===== src/rtl/pip_ctrl_pkg.sv =====
// Shared types and constants for the pipeline sequencing controller.
package pip_ctrl_pkg;

    typedef enum logic [1:0] {
        RUN      = 2'd0,
        MEM_WAIT = 2'd1,
        ERR      = 2'd2
    } pip_state_e;

    localparam logic [1:0] FWD_RF  = 2'd0;
    localparam logic [1:0] FWD_MEM = 2'd1;
    localparam logic [1:0] FWD_WB  = 2'd2;

    localparam logic [4:0] REG_X0 = 5'd0;

endpackage


===== src/rtl/pip_fwd_unit.sv =====
// EX-stage operand forwarding select for one source operand.
// Only built when PIP_FORWARDING_EN is defined.
`ifdef PIP_FORWARDING_EN
module pip_fwd_unit
    import pip_ctrl_pkg::*;
(
    input  logic       rs_read_i,
    input  logic [4:0] rs_ad_i,
    input  logic       mem_rdEn_i,
    input  logic [4:0] mem_rd_ad_i,
    input  logic       wb_rdEn_i,
    input  logic [4:0] wb_rd_ad_i,
    output logic [1:0] sel_o
);

    // The younger writer (EX/MEM) wins; x0 always reads as zero.
    always_comb begin
        sel_o = FWD_RF;
        if (rs_read_i && rs_ad_i != REG_X0) begin
            if (mem_rdEn_i && mem_rd_ad_i == rs_ad_i)
                sel_o = FWD_MEM;
            else if (wb_rdEn_i && wb_rd_ad_i == rs_ad_i)
                sel_o = FWD_WB;
        end
    end

endmodule
`endif


===== src/rtl/pip_hazard_ctrl.sv =====
// Pipeline enable/discard sequencing, hazard stalls and EX forwarding selects.
// PIP_FORWARDING_EN selects forwarding (load-use stalls only) vs. full RAW stalling.
module pip_hazard_ctrl
    import pip_ctrl_pkg::*;
#(
    parameter int CNT_W       = 16,
    parameter int MEM_TIMEOUT = 255
) (
    input  logic             clk,
    input  logic             rst,
    input  logic [4:0]       id_rs1_ad,
    input  logic [4:0]       id_rs2_ad,
    input  logic             id_rs1_read,
    input  logic             id_rs2_read,
    input  logic [4:0]       ex_rs1_ad,
    input  logic [4:0]       ex_rs2_ad,
    input  logic             ex_rs1_read,
    input  logic             ex_rs2_read,
    input  logic [4:0]       ex_rd_ad,
    input  logic             ex_rdEn,
    input  logic             ex_DMread,
    input  logic [4:0]       mem_rd_ad,
    input  logic             mem_rdEn,
    input  logic [4:0]       wb_rd_ad,
    input  logic             wb_rdEn,
    input  logic             br_mispredict,
    input  logic             dm_req,
    input  logic             dm_ack,
    output logic             pc_en,
    output logic             if_id_en,
    output logic             id_ex_en,
    output logic             ex_mem_en,
    output logic             mem_wb_en,
    output logic             if_id_discard,
    output logic             id_ex_discard,
    output logic [1:0]       fwd_a_sel,
    output logic [1:0]       fwd_b_sel,
    output logic             mem_err,
    output logic [CNT_W-1:0] stall_cnt,
    output logic [CNT_W-1:0] flush_cnt
);

    localparam int WAIT_W = $clog2(MEM_TIMEOUT + 1);

    pip_state_e        state_q, state_d;
    logic [WAIT_W-1:0] wait_q, wait_d;
    logic              err_q, err_d;
    logic [CNT_W-1:0]  stall_q, stall_d, flush_q, flush_d;
    logic              stall_inc, flush_inc, freeze, hazard;
    logic              ex_hit, mem_hit;
    logic [1:0]        fwd_a, fwd_b;

    assign ex_hit = ex_rdEn && ex_rd_ad != REG_X0 &&
                    ((id_rs1_read && id_rs1_ad == ex_rd_ad) || (id_rs2_read && id_rs2_ad == ex_rd_ad));
    assign mem_hit = mem_rdEn && mem_rd_ad != REG_X0 &&
                     ((id_rs1_read && id_rs1_ad == mem_rd_ad) || (id_rs2_read && id_rs2_ad == mem_rd_ad));

`ifdef PIP_FORWARDING_EN
    assign hazard = ex_hit && ex_DMread;

    pip_fwd_unit u_fwd_a (
        .rs_read_i(ex_rs1_read), .rs_ad_i(ex_rs1_ad),
        .mem_rdEn_i(mem_rdEn), .mem_rd_ad_i(mem_rd_ad),
        .wb_rdEn_i(wb_rdEn), .wb_rd_ad_i(wb_rd_ad),
        .sel_o(fwd_a)
    );
    pip_fwd_unit u_fwd_b (
        .rs_read_i(ex_rs2_read), .rs_ad_i(ex_rs2_ad),
        .mem_rdEn_i(mem_rdEn), .mem_rd_ad_i(mem_rd_ad),
        .wb_rdEn_i(wb_rdEn), .wb_rd_ad_i(wb_rd_ad),
        .sel_o(fwd_b)
    );
`else
    // Register file writes before it reads, so WB never needs a stall here.
    logic unused_fwd_inputs;
    assign unused_fwd_inputs = ^{ex_rs1_ad, ex_rs2_ad, ex_rs1_read, ex_rs2_read,
                                 ex_DMread, wb_rd_ad, wb_rdEn};
    assign hazard = ex_hit || mem_hit;
    assign fwd_a  = FWD_RF;
    assign fwd_b  = FWD_RF;
`endif

    assign freeze = dm_req && !dm_ack;

    always_comb begin
        state_d       = state_q;
        wait_d        = wait_q;
        err_d         = err_q;
        stall_inc     = 1'b0;
        flush_inc     = 1'b0;
        pc_en         = 1'b0;
        if_id_en      = 1'b0;
        id_ex_en      = 1'b0;
        ex_mem_en     = 1'b0;
        mem_wb_en     = 1'b0;
        if_id_discard = 1'b0;
        id_ex_discard = 1'b0;
        if (rst || state_q == ERR) begin
            // everything frozen
        end else if (freeze) begin
            wait_d  = wait_q + WAIT_W'(1);
            state_d = MEM_WAIT;
            if (wait_q == WAIT_W'(MEM_TIMEOUT - 1)) begin
                state_d = ERR;
                err_d   = 1'b1;
            end
        end else begin
            state_d   = RUN;
            wait_d    = '0;
            pc_en     = 1'b1;
            if_id_en  = 1'b1;
            id_ex_en  = 1'b1;
            ex_mem_en = 1'b1;
            mem_wb_en = 1'b1;
            if (br_mispredict) begin
                if_id_discard = 1'b1;
                id_ex_discard = 1'b1;
                flush_inc     = 1'b1;
            end else if (hazard) begin
                pc_en         = 1'b0;
                if_id_en      = 1'b0;
                id_ex_discard = 1'b1;
                stall_inc     = 1'b1;
            end
        end
    end

    assign stall_d = (stall_inc && stall_q != '1) ? stall_q + CNT_W'(1) : stall_q;
    assign flush_d = (flush_inc && flush_q != '1) ? flush_q + CNT_W'(1) : flush_q;

    always_ff @(posedge clk or posedge rst) begin
        if (rst) begin
            state_q <= RUN;
            wait_q  <= '0;
            err_q   <= 1'b0;
            stall_q <= '0;
            flush_q <= '0;
        end else begin
            state_q <= state_d;
            wait_q  <= wait_d;
            err_q   <= err_d;
            stall_q <= stall_d;
            flush_q <= flush_d;
        end
    end

    assign fwd_a_sel = rst ? FWD_RF : fwd_a;
    assign fwd_b_sel = rst ? FWD_RF : fwd_b;
    assign mem_err   = err_q;
    assign stall_cnt = stall_q;
    assign flush_cnt = flush_q;

endmodule


===== config.mk =====
export PLATFORM = sky130hd
export DESIGN_NAME = pip_hazard_ctrl
export DESIGN_NICKNAME = d
export VERILOG_FILES = /design/src/rtl/pip_ctrl_pkg.sv /design/src/rtl/pip_fwd_unit.sv /design/src/rtl/pip_hazard_ctrl.sv
export SDC_FILE = /design/constraint.sdc
export NUM_CORES = 1
export LEC_CHECK = 0
export BUFFER_PORTS_ARGS = -buffer_cell sky130_fd_sc_hd__buf_2
export CORE_UTILIZATION = 44
export CTS_CLUSTER_SIZE = 30
export DETAILED_ROUTE_END_ITERATION = 8
export PLACE_DENSITY = 0.76
export SYNTH_ARGS = -nofsm -noshare
export SYNTH_HDL_FRONTEND = slang
export SYNTH_SLANG_ARGS = --single-unit

===== constraint.sdc =====
create_clock -name clk -period 2.25 [get_ports clk]
set_clock_uncertainty 0.2 [all_clocks]
set_input_delay 0.225 -clock clk [delete_from_list [all_inputs] [get_ports clk]]
set_output_delay 0.225 -clock clk [all_outputs]
set_load 0.02 [all_outputs]

# Word level (Yosys, flattened, before mapping)

Cells that the tools add are included.

Register bits after elaboration: 43
Output and inout port bits: 44
Logic and storage cells: 55
Input port bits: 48

Bitwise logic cells: 1
Equality and inequality tests: 8
Muxes and demuxes: 19
$add $sub $neg: 3
Reduce and logical (&&, ||, !) cells: 19

Operators by type and width:

| cell                  | count |
|---|---|
| $add 16x1->16 const B | 2 |
| $ne 16x16->1 const B  | 2 |
| $eq 5x5->1            | 4 |
| $mux 1                | 16 |
| $logic_and 1x1->1     | 11 |
| $reduce_bool 5->1     | 2 |
| $add 8x1->8 const B   | 1 |
| $eq 8x8->1 const B    | 1 |
| $mux 8                | 1 |
| $logic_or 1x1->1      | 4 |
| $mux 2                | 2 |
| $reduce_and 3->1      | 1 |
| $eq 2x2->1 const B    | 1 |
| $logic_not 1->1       | 1 |
| $not 1->1             | 1 |

# Longest topological paths before layout

Gate-level depths: netlist of run 1.

Depth in word-level cells: 10
Mapped depth: 8
Gate-level depth less buffers: 7

# Worst setup path before layout of run 1

Ideal clock, no wire load.

Path kind: input-to-reg
From: input rst
To: register stall_q[5], in the netlist stall_cnt[5]
Cell stages on the path: 7
Setup slack: -0.490 ns
Path buffers: 1
Data required time: 1.970 ns
Arrival time: 2.460 ns
Setup time: 0.080 ns
Cell sequence: inv_1 nand3_1 nor3_1 a32oi_2 buf_6 nor4_1 xor2_1

Cells in the longest elaborated chain, start to end: 3

Ends and longest elaborated chain:

| item                   | RTL line               | source |
|---|---|---|
| start: declaration     | pip_hazard_ctrl.sv:10  | `input logic rst,` |
| $logic_or 1x1->1       | pip_hazard_ctrl.sv:98  | `if (rst \|\| state_q == ERR) begin` |
| $mux 1                 | pip_hazard_ctrl.sv:98  |  |
| $logic_and 1x1->1      | pip_hazard_ctrl.sv:128 | `assign stall_d = (stall_inc && stall_q != '1) ? stall_q + CNT_W'(1) : stall_q;` |
| end signal: assignment | pip_hazard_ctrl.sv:142 | `stall_q <= stall_d;` |
| end: declaration       | pip_hazard_ctrl.sv:48  | `logic [CNT_W-1:0] stall_q, stall_d, flush_q, flush_d;` |

Every way passes these cells.
A chain may end at the register's enable or synchronous reset.

# Final worst setup path of run 1

From: register flush_q[1], in the netlist flush_cnt[1]
To: register flush_q[1], in the netlist flush_cnt[1]

Cells in the longest elaborated chain, start to end: 2
Elaborated cells between the ends (all ways): 3
Classes of those cells: 1 x add/sub; 1 x eq/ne; 1 x reduce/logical

Ends and longest elaborated chain:

| item                                                                  | RTL line               | source |
|---|---|---|
| start: declaration                                                    | pip_hazard_ctrl.sv:48  |  |
| start signal: assignment                                              | pip_hazard_ctrl.sv:143 | `flush_q <= flush_d;` |
| parallel branches: the longest is 2 deep, another holds $add 16x1->16 | -                      |  |

Parallel ways; which one is timed is not known.

==> results of run 1 <==
[state kept, by name (all words and copies together) (netlist names)]
signal	cells
flush_cnt	16
stall_cnt	16
wait_q	8
state_q	2
mem_err	1
[synth_stat cells, types with 2 or more instances]
| master | instances |
|---|---|
| sky130_fd_sc_hd__nor4_1 | 4 |
| sky130_fd_sc_hd__dfrtp_1 | 43 |
| sky130_fd_sc_hd__nor4b_1 | 2 |
| sky130_fd_sc_hd__o21ai_0 | 9 |
| sky130_fd_sc_hd__nor3b_1 | 3 |
| sky130_fd_sc_hd__nand3_1 | 11 |
| sky130_fd_sc_hd__ha_1 | 4 |
| sky130_fd_sc_hd__xnor2_1 | 31 |
| sky130_fd_sc_hd__and4_1 | 2 |
| sky130_fd_sc_hd__buf_4 | 7 |
| sky130_fd_sc_hd__o21a_1 | 3 |
| sky130_fd_sc_hd__and2_1 | 2 |
| sky130_fd_sc_hd__nor2_1 | 13 |
| sky130_fd_sc_hd__a21oi_1 | 2 |
| sky130_fd_sc_hd__mux2_2 | 2 |
| sky130_fd_sc_hd__and3_1 | 7 |
| sky130_fd_sc_hd__inv_1 | 7 |
| sky130_fd_sc_hd__o22ai_1 | 2 |
| sky130_fd_sc_hd__nand2_1 | 28 |
| sky130_fd_sc_hd__or4_1 | 2 |
| sky130_fd_sc_hd__nand2b_1 | 3 |
| sky130_fd_sc_hd__nand4_1 | 15 |
| sky130_fd_sc_hd__nor3_1 | 6 |
| sky130_fd_sc_hd__xor2_1 | 21 |
[kinds of logic (layout without fill, tap and decap cells)]
group,count (synthesis),after routing,synth area share
other,1,4,0.001537
AO/OA/AOI/OAI,21,21,0.06257
XOR/XNOR,52,52,0.1867
flip-flops,43,43,0.4410
buffers and inverters,18,94,0.04256
AND/OR/NAND/NOR,104,104,0.2297
adder cells (fa/ha/maj),4,4,0.02051
multiplexers,3,3,0.01538
[power by group through the flow]
stage	registers, µW	logic [µW]	clock network (µW)
after CTS	897	394	616
final	892	406	594
after floorplan	976	178	0
after global placement	907	383	0
after detailed placement	912	393	0
after global routing	905	453	650
[cells in the final DEF, fill, tap and decap left out, types with 2 or more instances in the layout]
cell	n
sky130_fd_sc_hd__xnor2_1	31
sky130_fd_sc_hd__nand4_1	15
sky130_fd_sc_hd__o21ai_0	9
sky130_fd_sc_hd__nor4b_2	2
sky130_fd_sc_hd__nand2_1	28
sky130_fd_sc_hd__nor3b_1	3
sky130_fd_sc_hd__and2_1	2
sky130_fd_sc_hd__or4_1	2
sky130_fd_sc_hd__nand3_1	9
sky130_fd_sc_hd__mux2_2	2
sky130_fd_sc_hd__and4_1	2
sky130_fd_sc_hd__conb_1	4
sky130_fd_sc_hd__nand3_2	2
sky130_fd_sc_hd__nor3_2	3
sky130_fd_sc_hd__nor4_1	3
sky130_fd_sc_hd__dfrtp_1	43
sky130_fd_sc_hd__o21a_1	3
sky130_fd_sc_hd__clkbuf_8	5
sky130_fd_sc_hd__buf_2	68
sky130_fd_sc_hd__xor2_1	21
sky130_fd_sc_hd__inv_1	6
sky130_fd_sc_hd__and3_1	6
sky130_fd_sc_hd__o22ai_1	2
sky130_fd_sc_hd__a21oi_1	2
sky130_fd_sc_hd__nor3_1	4
sky130_fd_sc_hd__ha_1	4
sky130_fd_sc_hd__buf_4	9
sky130_fd_sc_hd__nand2b_1	3
sky130_fd_sc_hd__nor2_1	13
[how the worst max path moves through the flow]
stage / from / endpoint / slack (ns) / cells past startpoint
2_1_floorplan: flush_cnt[0] / flush_cnt[12] / 0.008 / 7
3_3_place_gp: ex_rd_ad[1] / stall_cnt[1] / 0.07 / 7
3_5_place_dp: ex_rd_ad[1] / stall_cnt[1] / 0.07 / 7
4_1_cts: rst / stall_cnt[7] / 0.05 / 9
5_1_grt: rst / stall_cnt[7] / -0.04 / 9
6_report: flush_cnt[1] / flush_cnt[1] / 0.1 / 6
[worst min-delay path: cells and delay by family]
kind / cells / cell delay [ns]
AO/OA/AOI/OAI: 1 / 0.11
buffers and inverters: 1 / 0.09
AND/OR/NAND/NOR: 1 / 0.17
[what timing repair did]
action                     CTS  global route
buffers inserted             0             2
hold endpoints to repair     4             0
setup endpoints to repair    0            18
resized for setup            0             7
hold buffers                 1             0
[layer usage]
metal | part of all wire | wire length (µm)
met1 | 0.45 | 2177
met2 | 0.49 | 2360
met3 | 0.053 | 254
met4 | 0.0075 | 36
met5 | 0 | 0
[final cells by class]
cell class                 instances  area, µm²
timing repair buffer              79      437.9
fill                             489       2178
tap                               70      87.58
clock buffer                       5      68.82
multi-input combinational        188       1315
inverter                           7      30.03
sequential                        43       1076
clock inverter                     3      43.79
[per-stage QoR]
step / total power [µW] / hold WS [ns] / cells / util
floorplan: 1154 / 0.04186 / 249 / -
finish: 1892 / 0.1480 / 395 / 0.5841
global route: 2009 / 0.1527 / 395 / 0.5841
CTS: 1906 / 0.1409 / 393 / 0.5738
global placement: 1290 / -0.04263 / 384 / 0.5504
detailed placement: 1304 / -0.04027 / 384 / 0.5504
==> results.sh, run 1 <==
export IMPL_worst_endpoint_required_ns=2.23
export IMPL_grt_antenna_before_repair=0
export IMPL_clk_transition_reported_paths_ns=0.08
export IMPL_ys_seq_elements=43
export IMPL_finish_net_count=376
export IMPL_run_status="finished, final reports clean"
export IMPL_postSynth_asyncResetShare=1.000
export IMPL_grt_setup_unrepaired="true"
export IMPL_met2_usage=0.2991
export IMPL_cts_path_max_buffers=2
export IMPL_htree_num_levels=2
export IMPL_critical_path_max_fanout=5
export IMPL_worst_min_delay_path_startpoint="dm_req"
export IMPL_placement_setup_worst_slack_ns=0.06932
export IMPL_critPathMostFrequentCell="sky130_fd_sc_hd__and3_1"
export IMPL_switching_share=0.2913
export IMPL_netlist_instances=246
export IMPL_rr_endpoint="flush_cnt[1]"
export IMPL_holdCritPathClass="input port to flop"
export IMPL_cts_tree="yes"
export IMPL_first_pass_grt_wire_length_um=8362
export IMPL_post_route_design_area_mm2=0.003059
export IMPL_fmax_mhz=464.9
export IMPL_post_dp_hpwl_um=3601
export IMPL_die_w_um=76.47
export IMPL_critical_path_slowest_cell="sky130_fd_sc_hd__dfrtp_1"
export IMPL_synth_avg_cell_area_um2=9.918
export IMPL_holdPathStages=3
export IMPL_setup_reg_to_reg_worst_slack_ns=0.1
export IMPL_maxCapViolations=0
export IMPL_post_route_period_util=0.9559
export IMPL_synth_cell_area_mm2=0.002440
export IMPL_cts_root_buffer="sky130_fd_sc_hd__clkbuf_8"
export IMPL_cp_data_arrival_time_ns=2.13
export IMPL_gp_routability_congestion=0.7908
export IMPL_synth_edff_count=0
export IMPL_count_of_boundary_i_o_pins=92
export IMPL_rows=26
export IMPL_number_of_antenna_cells_inserted=0
export IMPL_cp_buffers_inverters=1
export IMPL_via_count=1998
export IMPL_die_height_um=76.47
export IMPL_first_global_vias=1893
export IMPL_postRouteWirelength_um=4828
export IMPL_power_density_mw_per_mm2=618.5
export IMPL_combinationalPowerShare=0.215
export IMPL_power_sequential_fraction=0.472
export IMPL_clk_insertion_delay_late_ns=0.29
export IMPL_synthToLayoutAreaGrowth_pct=25.38
export IMPL_ys_warnings_count=0
export IMPL_timing_final_hold_violations=0
export IMPL_synth_flop_cell="sky130_fd_sc_hd__dfrtp_1"
export IMPL_gr_usage_all_layers=0.1759
export IMPL_max_stage_delay_ns=0.42
export IMPL_critPathKind="flop to flop"
export IMPL_grt_max_degree=41
export IMPL_synthDistinctLibCells=41
export IMPL_power_leakage_uw=0.001551
export IMPL_synth_yosys_seq_area_share=0.4410
export IMPL_drt_drc_violations_left=0
export IMPL_placedInstanceArea_mm2=0.002883
export IMPL_place_port_buffers=68
export IMPL_cts_buffers_inserted=5
export IMPL_dieArea_mm2=0.005847
export IMPL_drt_vias_per_instance=5.058
export IMPL_finalSetupTns_ns=0
export IMPL_ant_nets=0
export IMPL_groute_layer_met1_usage=0.2270
export IMPL_crit_path_cell_trace="ha_1, and3_1, and3_1, a41oi_4, buf_4, mux2_2"
export IMPL_cts_sinks=43
export IMPL_initial_utilization=0.4658
export IMPL_met3_track_utilization_from_global_routing=0.04311
export IMPL_power_ir_vdd_worst_mv=0.2559
export IMPL_worst_r2r_path_depth=6
export IMPL_p_sw_uw=551.1
export IMPL_report_final_setup_viol=0
export IMPL_aggregate_global_routing_overflow=0
export IMPL_post_route_min_period_ns=2.151
export IMPL_endpoint_kind="flop"
export IMPL_gr_max_usage_layer="met2"
export IMPL_netlist_top_cell_by_area="sky130_fd_sc_hd__dfrtp_1"
export IMPL_synth_area_leaders="sky130_fd_sc_hd__dfrtp_1 44%, sky130_fd_sc_hd__xnor2_1 11%, sky130_fd_sc_hd__xor2_1 7.5%"
export IMPL_critical_path_reg2reg_startpoint="flush_cnt[1]"
export IMPL_setup_slack_ns=0.09919
export IMPL_floorplan_core_area_mm2=0.005238
export IMPL_worstHoldEndpoint="wait_q[1]"
export IMPL_max_slew_violation_count=0
export IMPL_wl_per_cell_um=12.22
export IMPL_drt_first_pass_iters=4
export IMPL_post_route_cells_drive_above_1_share=0.3200
export IMPL_cell_class_contributing_the_biggest_share_of_worst_path_delay="simple AND/OR/NAND/NOR gates"
export IMPL_power_internal_uw=1341
export IMPL_drt_initial_drc_count=54
export IMPL_setup_worst_path_start_class="flop"
export IMPL_synth_top_area_frac=0.4410
export IMPL_clock_power_share=0.314
No activity file was read; power rests on OpenSTA's default activity.
==> inputs of run 2 (changes only) <==
Settings changed: CORE_UTILIZATION 44 to 40, PLACE_DENSITY 0.76 to 0.7.
==> run 2 against run 1 <==
Clock power shrank 4.4%; utilization shrank 7.0 points; cell count grew 0.76%; combinational power shrank 4%; largest cell class unchanged; cell area shrank 1.1%; critical endpoint is now flush_cnt[12]; highest routed layer unchanged; maximum frequency grew 1.6%.
==> results.sh, run 2 (same netlist as run 1, synthesis figures left out) <==
export IMPL_max_slew_violation_count=0
export IMPL_seq_area_mm2=0.001076
export IMPL_power_leakage_uw=0.001541
export IMPL_final_instance_count_excl_fill=398
export IMPL_gp_routability_congestion=0.7829
export IMPL_cts_buffers_inserted=5
export IMPL_placed_cells_incl_taps=390
export IMPL_rows=28
export IMPL_finalSetupTns_ns=0
export IMPL_max_stage_delay_ns=0.42
export IMPL_worst_endpoint_required_ns=2.22
export IMPL_run_status="finished, final reports clean"
export IMPL_first_pass_grt_wire_length_um=8135
export IMPL_aggregate_global_routing_overflow=0
export IMPL_timing_final_hold_violations=0
export IMPL_final_core_util=0.5142
export IMPL_critPathMostFrequentCell="sky130_fd_sc_hd__and3_1"
export IMPL_post_route_min_period_ns=2.117
export IMPL_post_route_design_area_mm2=0.003027
export IMPL_report_final_setup_viol=0
export IMPL_power_ir_vdd_worst_mv=0.2976
export IMPL_post_route_period_util=0.9407
export IMPL_cts_tree="yes"
export IMPL_drt_drc_violations_left=0
export IMPL_ant_nets=0
export IMPL_clk_transition_reported_paths_ns=0.08
export IMPL_holdCritPathClass="input port to asynchronous set/reset pin"
export IMPL_critical_path_max_fanout=5
export IMPL_postCtsSetupRepairBufs=0
export IMPL_count_of_boundary_i_o_pins=92
export IMPL_grt_max_degree=41
export IMPL_floorplan_core_area_mm2=0.005886
export IMPL_place_port_buffers=68
export IMPL_synthToLayoutAreaGrowth_pct=24.05
export IMPL_power_density_mw_per_mm2=611.1
export IMPL_endpoint_kind="flop"
export IMPL_drt_first_pass_iters=4
export IMPL_final_common_cell="sky130_fd_sc_hd__buf_2"
export IMPL_first_global_vias=1870
export IMPL_drt_vias_per_instance=5.083
export IMPL_post_dp_hpwl_um=3653
export IMPL_crit_path_start="flush_cnt[1]"
export IMPL_critical_path_reg2reg_startpoint="flush_cnt[1]"
export IMPL_clk_insertion_delay_late_ns=0.28
export IMPL_die_height_um=80.10
export IMPL_fmax_mhz=472.4
export IMPL_finish_net_count=375
export IMPL_layout_common_cells="68 x sky130_fd_sc_hd__buf_2, 43 x sky130_fd_sc_hd__dfrtp_1, 31 x sky130_fd_sc_hd__xnor2_1"
export IMPL_gr_usage_all_layers=0.1571
export IMPL_dieArea_mm2=0.006416
export IMPL_wl_per_cell_um=12.19
export IMPL_drt_initial_drc_count=50
export IMPL_number_of_antenna_cells_inserted=0
export IMPL_initial_utilization=0.4145
export IMPL_grt_antenna_before_repair=0
export IMPL_critPathKind="flop to flop"
export IMPL_placedInstanceArea_mm2=0.002897
export IMPL_cts_path_max_buffers=2
export IMPL_postRouteWirelength_um=4850
export IMPL_critical_path_slowest_cell="sky130_fd_sc_hd__dfrtp_1"
export IMPL_cp_data_arrival_time_ns=2.09
export IMPL_crit_path_cell_trace="ha_1, and3_1, and3_1, a41oi_4, and3_1, nand4_1, xnor2_1"
export IMPL_via_count=2023
export IMPL_die_w_um=80.10
export IMPL_cts_sinks=43
export IMPL_maxCapViolations=0
export IMPL_n_fill_cell=542
export IMPL_cts_root_buffer="sky130_fd_sc_hd__clkbuf_8"
export IMPL_area_occupied_by_multi_input_gates_mm2=0.001294
export IMPL_setup_worst_path_start_class="flop"
export IMPL_post_route_cells_drive_above_1_share=0.3003
export IMPL_grt_setup_unrepaired="false"
export IMPL_htree_num_levels=2
==> run 2: cell count changes in the layout (fill, tap and decap cells not counted), sizes merged <==
cell / before / now
clkbuf: 5 / 6
clkinv: 2 / 0
buf: 78 / 77
==> run 2: power by group <==
group / switching (µW) / internal, µW
combinational: 221 / 167
clock: 243 / 325
sequential: 61.9 / 831
==> run 2: path summary, 6_finish.rpt <==
check	to	slack, ns	cells after the start
worst max register to register	flush_cnt[12]	0.13	7
max in group asynchronous	stall_cnt[12]	0.94	4
worst min-delay path	wait_q[7]	0.20	3
min in group clk	wait_q[1]	0.22	4
worst min register to register	mem_err	0.26	1
worst max-delay path	flush_cnt[12]	0.13	7
==> run 2: cell type report <==
class | instances | share of cell area
Sequential cell | 43 | 0.3555
Tap cell | 75 | 0.03100
Multi-Input combinational cell | 188 | 0.4274
Clock inverter | 1 | 0.009921
Inverter | 7 | 0.009921
Timing Repair Buffer | 78 | 0.1422
Clock buffer | 6 | 0.02398
==> run 2: metrics by stage <==
step                hold WS (ns)  setup slack (ns)  total power (µW)
floorplan                0.04186          0.007628              1154
global placement        -0.04164           0.08651              1291
detailed placement      -0.04575           0.08792              1300
CTS                       0.2078         0.0009395              1874
global route              0.2191          0.002235              1953
finish                    0.1990            0.1334              1850
==> run 2: timing repair <==
item | 4_1_cts | 5_1_grt
resized for setup | 0 | 3
hold buffers | 1 | 0
endpoints found under the hold margin | 4 | 0
setup endpoints to repair | 0 | 4
==> run 2: per-layer routing <==
layer | share of wire | up-vias | global-route usage | wire [µm]
met1 | 0.46 | 953 | 0.2116 | 2255
met3 | 0.050 | 4 | 0.02841 | 244
met5 | 0 | - | 0 | 0
met2 | 0.48 | 70 | 0.2607 | 2311
met4 | 0.0080 | 0 | 0.03750 | 39
li1 | - | 996 | - | -
==> run 2: critical path, delay by kind of cell, from the launching register on <==
kind	cells	cell delay, ns
XOR/XNOR	1	0.14
AND/OR/NAND/NOR	4	0.83
flip-flops	1	0.42
AO/OA/AOI/OAI	1	0.22
adder cells (fa/ha/maj)	1	0.20
